===== src/rtl/fetch_queue_if.sv =====
// Fetch front-end bundle: instruction-memory port, control inputs and decode-side head handshake.
// slave = fetch_queue side, master = core/testbench side.
interface fetch_queue_if #(
  parameter int XLEN  = 32,
  parameter int DEPTH = 4
);
  localparam int CW = $clog2(DEPTH + 1);

  logic [XLEN-1:0] inst_addr;
  logic [XLEN-1:0] inst;
  logic            redirect_valid;
  logic [XLEN-1:0] redirect_pc;
  logic            fetch_hold;
  logic            halt_req;
  logic            out_valid;
  logic            out_ready;
  logic [XLEN-1:0] out_inst;
  logic [XLEN-1:0] out_pc;
  logic [CW-1:0]   count;
  logic            fetch_idle;
  logic            misalign_err;

  modport slave (
    output inst_addr,
    input  inst,
    input  redirect_valid,
    input  redirect_pc,
    input  fetch_hold,
    input  halt_req,
    output out_valid,
    input  out_ready,
    output out_inst,
    output out_pc,
    output count,
    output fetch_idle,
    output misalign_err
  );

  modport master (
    input  inst_addr,
    output inst,
    output redirect_valid,
    output redirect_pc,
    output fetch_hold,
    output halt_req,
    input  out_valid,
    output out_ready,
    input  out_inst,
    input  out_pc,
    input  count,
    input  fetch_idle,
    input  misalign_err
  );
endinterface


===== src/rtl/fetch_queue.sv =====
// Instruction fetch front end: owns the PC, queues {pc, inst} pairs for decode; entries visible one cycle after fetch.
// Redirect flushes the queue; hold/halt stop fetching while decode keeps draining; a misaligned target latches ERROR.
module fetch_queue #(
  parameter int              XLEN     = 32,
  parameter int              DEPTH    = 4,
  parameter logic [XLEN-1:0] RESET_PC = 32'h0000_0000
) (
  input  logic           clk,
  input  logic           rst_b,
  fetch_queue_if.slave   fq
);
  localparam int AW = $clog2(DEPTH);
  localparam int CW = $clog2(DEPTH + 1);
  localparam logic [AW-1:0]   PTR_ONE  = {{(AW-1){1'b0}}, 1'b1};
  localparam logic [CW-1:0]   CNT_ONE  = {{(CW-1){1'b0}}, 1'b1};
  localparam logic [CW-1:0]   FULL_CNT = CW'(DEPTH);
  localparam logic [XLEN-1:0] PC_STEP  = XLEN'(4);

  typedef enum logic [1:0] {
    S_FETCH  = 2'd0,
    S_HALTED = 2'd1,
    S_ERROR  = 2'd2
  } state_t;

  state_t          r_state;
  state_t          w_state_nxt;
  logic [XLEN-1:0] r_pc;
  logic [AW-1:0]   r_wptr;
  logic [AW-1:0]   r_rptr;
  logic [CW-1:0]   r_count;
  logic            r_misalign;
  logic [XLEN-1:0] r_mem_pc   [DEPTH];
  logic [XLEN-1:0] r_mem_inst [DEPTH];

  logic w_misalign;
  logic w_redir;
  logic w_full;
  logic w_out_valid;
  logic w_pop;
  logic w_push;

  assign w_misalign  = (fq.redirect_pc[1:0] != 2'b00);
  // Redirects are dead once in ERROR: no flush and no PC change.
  assign w_redir     = fq.redirect_valid && (r_state != S_ERROR);
  assign w_full      = (r_count == FULL_CNT);
  assign w_out_valid = (r_count != '0);
  assign w_pop       = w_out_valid && fq.out_ready && !fq.redirect_valid;
  assign w_push      = (r_state == S_FETCH) && !fq.fetch_hold && !fq.redirect_valid
                       && !fq.halt_req && (!w_full || w_pop);

  always_comb begin
    w_state_nxt = r_state;
    case (r_state)
      S_FETCH: begin
        if (w_redir && w_misalign) begin
          w_state_nxt = S_ERROR;
        end else if (fq.halt_req) begin
          w_state_nxt = S_HALTED;
        end
      end
      S_HALTED: begin
        if (w_redir && w_misalign) begin
          w_state_nxt = S_ERROR;
        end
      end
      default: w_state_nxt = S_ERROR;
    endcase
  end

  always_ff @(posedge clk) begin
    if (!rst_b) begin
      r_state    <= S_FETCH;
      r_pc       <= RESET_PC;
      r_wptr     <= '0;
      r_rptr     <= '0;
      r_count    <= '0;
      r_misalign <= 1'b0;
    end else begin
      r_state <= w_state_nxt;
      if (w_redir) begin
        r_wptr  <= '0;
        r_rptr  <= '0;
        r_count <= '0;
        r_pc    <= fq.redirect_pc;
        if (w_misalign) begin
          r_misalign <= 1'b1;
        end
      end else begin
        if (w_push) begin
          r_wptr <= r_wptr + PTR_ONE;
          r_pc   <= r_pc + PC_STEP;
        end
        if (w_pop) begin
          r_rptr <= r_rptr + PTR_ONE;
        end
        case ({w_push, w_pop})
          2'b10:   r_count <= r_count + CNT_ONE;
          2'b01:   r_count <= r_count - CNT_ONE;
          default: r_count <= r_count;
        endcase
      end
    end
  end

  // Storage needs no reset: the pointers and count define which slots are live.
  always_ff @(posedge clk) begin
    if (rst_b && w_push) begin
      r_mem_pc[r_wptr]   <= r_pc;
      r_mem_inst[r_wptr] <= fq.inst;
    end
  end

  assign fq.inst_addr    = r_pc;
  assign fq.out_valid    = w_out_valid;
  assign fq.out_pc       = r_mem_pc[r_rptr];
  assign fq.out_inst     = r_mem_inst[r_rptr];
  assign fq.count        = r_count;
  assign fq.fetch_idle   = ((r_state == S_HALTED) || (r_state == S_ERROR)) && !w_out_valid;
  assign fq.misalign_err = r_misalign;
endmodule


===== src/flat_wrapper.sv =====
// flat-port wrapper written by rule: the top's interface ports become plain ports
module fetch_queue_flat 
#(
  parameter int              XLEN     = 32,
  parameter int              DEPTH    = 4,
  parameter logic [XLEN-1:0] RESET_PC = 32'h0000_0000
)
  (clk, rst_b, fq_inst_addr, fq_inst, fq_redirect_valid, fq_redirect_pc, fq_fetch_hold, fq_halt_req, fq_out_valid, fq_out_ready, fq_out_inst, fq_out_pc, fq_count, fq_fetch_idle, fq_misalign_err);
  fetch_queue_if #(.XLEN(XLEN), .DEPTH(DEPTH)) fq_i ();
  input  logic clk;
  input  logic rst_b;
  output wire logic [$bits(fq_i.inst_addr)-1:0] fq_inst_addr;
  input wire logic [$bits(fq_i.inst)-1:0] fq_inst;
  input wire logic [$bits(fq_i.redirect_valid)-1:0] fq_redirect_valid;
  input wire logic [$bits(fq_i.redirect_pc)-1:0] fq_redirect_pc;
  input wire logic [$bits(fq_i.fetch_hold)-1:0] fq_fetch_hold;
  input wire logic [$bits(fq_i.halt_req)-1:0] fq_halt_req;
  output wire logic [$bits(fq_i.out_valid)-1:0] fq_out_valid;
  input wire logic [$bits(fq_i.out_ready)-1:0] fq_out_ready;
  output wire logic [$bits(fq_i.out_inst)-1:0] fq_out_inst;
  output wire logic [$bits(fq_i.out_pc)-1:0] fq_out_pc;
  output wire logic [$bits(fq_i.count)-1:0] fq_count;
  output wire logic [$bits(fq_i.fetch_idle)-1:0] fq_fetch_idle;
  output wire logic [$bits(fq_i.misalign_err)-1:0] fq_misalign_err;
  assign fq_inst_addr = fq_i.inst_addr;
  assign fq_i.inst = fq_inst;
  assign fq_i.redirect_valid = fq_redirect_valid;
  assign fq_i.redirect_pc = fq_redirect_pc;
  assign fq_i.fetch_hold = fq_fetch_hold;
  assign fq_i.halt_req = fq_halt_req;
  assign fq_out_valid = fq_i.out_valid;
  assign fq_i.out_ready = fq_out_ready;
  assign fq_out_inst = fq_i.out_inst;
  assign fq_out_pc = fq_i.out_pc;
  assign fq_count = fq_i.count;
  assign fq_fetch_idle = fq_i.fetch_idle;
  assign fq_misalign_err = fq_i.misalign_err;
  fetch_queue #(.XLEN(XLEN), .DEPTH(DEPTH), .RESET_PC(RESET_PC)) u_core (.clk(clk), .rst_b(rst_b), .fq(fq_i));
endmodule

===== config.mk =====
export PLATFORM = sky130hd
export DESIGN_NAME = fetch_queue_flat
export DESIGN_NICKNAME = d
export VERILOG_FILES = /design/src/rtl/fetch_queue_if.sv /design/src/rtl/fetch_queue.sv /design/src/flat_wrapper.sv
export SDC_FILE = /design/constraint.sdc
export NUM_CORES = 1
export LEC_CHECK = 0
export CORE_ASPECT_RATIO = 1.75
export CORE_UTILIZATION = 60
export CTS_BUF_LIST = sky130_fd_sc_hd__clkbuf_4 sky130_fd_sc_hd__clkbuf_8
export CTS_CLUSTER_SIZE = 16
export DETAILED_ROUTE_END_ITERATION = 10
export PLACE_DENSITY = 0.93
export SYNTH_ARGS = -nofsm -noshare
export SYNTH_HDL_FRONTEND = slang
export SYNTH_SLANG_ARGS = --single-unit

===== constraint.sdc =====
create_clock -name clk -period 7.64 [get_ports clk]
set_input_delay 1.528 -clock clk [delete_from_list [all_inputs] [get_ports clk]]
set_output_delay 1.528 -clock clk [all_outputs]
set_load 0.05 [all_outputs]

==> flow_metrics.py <==
metrics = {
    "status": {
        "status": "completed",
    },
    "placed_design": {
        "place_inst": 1012,
        "port-buffer-count": 171,
        "dp_hpwl_um": 15300,
        "place_congestion": 0.836,
        "place_area_um2": 13500,
    },
    "logic_synthesis": {
        "synth_common_cells": "edfxtp_1 (256), mux4_2 (64), dfxtp_1 (44)",
        "yosysTopAreaCell": "edfxtp_1",
        "syn_area_per_cell_um2": 18.3,
        "synth-warning-count": 0,
        "netlist_area_um2": 11600,
        "netlist.area_leader.share_pct": 66.4,
        "synth.most_common_cell": "edfxtp_1",
        "synthDistinctLibCells": 46,
        "synth_area_leaders": "edfxtp_1 (66%), mux4_2 (12%), dfxtp_1 (7.6%), o21ai_0 (0.99%), xnor2_1 (0.98%)",
        "syn-num-nets": 710,
        "synthFlopType": "edfxtp_1",
        "ys_ff_latch": 300,
        "synth-edff-count": 256,
        "synthCells": 631,
        "async_reset_ff_share_pct": 0,
        "yosysSeqAreaShare_pct": 74.0,
    },
    "clock_tree": {
        "cts_tree": "yes",
        "cts_max_level": 2,
        "holdBufCountCts": 0,
        "clk_pin_slew_ps": 70,
        "numCtsBuffers": 39,
        "insertion_delay_ps": 520,
        "clock_path_buffers": 3,
        "cts_sinks": 300,
        "cts_resized": 0,
        "post_cts_buffers": 0,
        "cts-root-buf": "clkbuf_8",
    },
    "route": {
        "ant_nets": 0,
        "drtIter0Drc": 510,
        "drt-pass1-iter-count": 5,
        "drc": 0,
        "wl_per_cell_um": 22.5,
        "via_count": 6635,
        "routed_via_density": 6.13,
        "wirelength_um": 24400,
    },
    "grt": {
        "grt_usage_pct": 25.5,
        "overflow": 0,
        "grt_antenna_before_repair": 0,
        "grt_pass1_wl_um": 37800,
        "grt_max_degree": 65,
        "grt_pass1_vias": 7101,
    },
    "setup_path": {
        "cp-start-kind": "flip-flop",
        "endpoint_kind": "output port",
        "crit_path_cell_trace": "buf_4, mux4_2, clkdlybuf4s50_1",
        "path_class": "flip-flop to output port",
        "regToRegEndpoint": "u_core.r_mem_inst[1][1]$_DFFE_PP_",
        "crit_path_top_delay_cell": "buf_4",
        "worstPathMaxFanout": 45,
        "slowest_delay_ps": 750,
        "crit_required_ps": 6110,
        "regToRegSetupSlack_ps": 4780,
        "reg2reg_from": "u_core.r_state[1]$_SDFFE_PN0P_",
        "rr_worst_depth": 6,
        "cp.arrival_ps": 3300,
    },
    "die": {
        "dieHeight_um": 186,
        "chipWidth_um": 107,
        "ioPinCount": 172,
        "start_util_pct": 61.8,
        "coreArea_um2": 18700,
        "row_count": 66,
        "dieArea_um2": 19900,
    },
    "sta": {
        "fmax_mhz": 207,
        "fin_crit_sh_pct": 63.2,
        "rsz0062_at_grt": "false",
        "tns_ps": 0,
        "skew_ps": 18.7,
        "finalHoldViolCount": 0,
        "timing.hold.ws_ps": 531,
        "fin_crit_ps": 4830,
        "slew_viol_final": 0,
        "slew-limit-headroom_pct": 34.0,
        "tightestPinTransition_ps": 990,
        "setup_viol": 0,
    },
    "final_layout": {
        "nNetsFinal": 894,
        "fin_area_um2": 14400,
        "layout.cells.non_filler": 1082,
        "num_antenna_cells": 0,
        "drive_gt1_share_pct": 16.8,
        "fin_util_pct": 76.6,
        "area_growth_pct": 24.0,
    },
    "power_and_ir_drop": {
        "p_leak_nw": 4.53,
        "power_density_nw_per_um2": 240,
        "vdd_drop_max_v": 0.000184,
    },
    "hold_path": {
        "hp-start": "u_core.fq.misalign_err$_SDFFE_PN0P_",
        "hold_path_class": "flip-flop to flip-flop",
        "whs_endpoint": "u_core.fq.misalign_err$_SDFFE_PN0P_",
        "whs_path_depth": 2,
    },
    "run": {
        "cap_violations": 0,
    },
}
==> flip-flops by register name, summed over array words and instances (netlist names), named ones only <==
register and flops:
u_core.fq.count 3, u_core.r_mem_inst 128, u_core.r_mem_pc 128, u_core.fq.misalign_err 1, u_core.fq.inst_addr 32, u_core.r_rptr 2
u_core.r_state 2, u_core.r_wptr 2
==> per-stage QoR <==
stage | total power, mW | setup slack [ps]
finish | 3.45 | 2810
global route | 3.55 | 2570
CTS | 3.46 | 2710
detailed placement | 2.23 | 3270
global placement | 2.22 | 3280
floorplan | 2.09 | 2940
==> final cells by class <==
| class | instances | area (um2) |
|---|---|---|
| inverter | 10 | 37.5 |
| tap | 238 | 298 |
| sequential | 300 | 8580 |
| timing repair buffer | 174 | 1730 |
| clock inverter | 16 | 154 |
| multi-input combinational | 290 | 2870 |
| clock buffer | 54 | 693 |
| fill | 969 | 4390 |
==> per-layer routing <==
layer	track usage, %	wire [um]	up-vias
li1	-	-	2917
met1	30.6	8570	3285
met2	44.4	13200	358
met3	4.31	1670	75
met4	13.2	912	0
met5	0	0	-
==> worst max-delay path: cells and delay by family (launching register included) <==
kind	cells	cell delay, ps
mux	1	640
flops	1	600
buf+inv	2	1480
==> logic make-up (layout without fill, tap and decap cells) <==
family | after synthesis | count (layout) | synth area share [%]
AO/OA/AOI/OAI | 69 | 69 | 3.48
XOR/XNOR | 24 | 24 | 1.82
adder cells (fa/ha/maj) | 9 | 9 | 1.04
buffers and inverters | 41 | 254 | 1.43
flip-flops | 300 | 300 | 74.0
multiplexers | 65 | 65 | 12.5
AND/OR/NAND/NOR | 123 | 123 | 5.69
==> worst max path at each step <==
stage / startpoint / slack [ps] / end
after floorplan: fq_fetch_hold / 2940 / u_core.r_mem_inst[1][0]$_DFFE_PP_
after global placement: flip-flop / 3280 / fq_out_pc[1]
after detailed placement: flip-flop / 3270 / fq_out_pc[1]
after CTS: flip-flop / 2710 / fq_out_pc[1]
after global routing: flip-flop / 2570 / fq_out_pc[1]
final: flip-flop / 2810 / fq_out_pc[8]
==> cells in the final DEF (no fill, tap or decap), types with 11 or more instances in the layout <==
| cell | n |
|---|---|
| nand2_1 | 26 |
| o21ai_0 | 23 |
| edfxtp_1 | 256 |
| clkbuf_8 | 46 |
| nor2_1 | 22 |
| nand4_1 | 15 |
| nand3_1 | 17 |
| a21oi_1 | 22 |
| mux4_2 | 64 |
| dfxtp_1 | 42 |
| xnor2_1 | 13 |
| clkdlybuf4s50_1 | 171 |
| xor2_1 | 11 |
==> power by group <==
group          internal [mW]  leakage [nW]  switching (mW)  total, mW
clock                  0.692         0.442           0.558       1.25
combinational          0.124          1.40           0.202      0.325
sequential              1.82          2.69          0.0586       1.88
No activity file was read; power rests on OpenSTA's default activity.
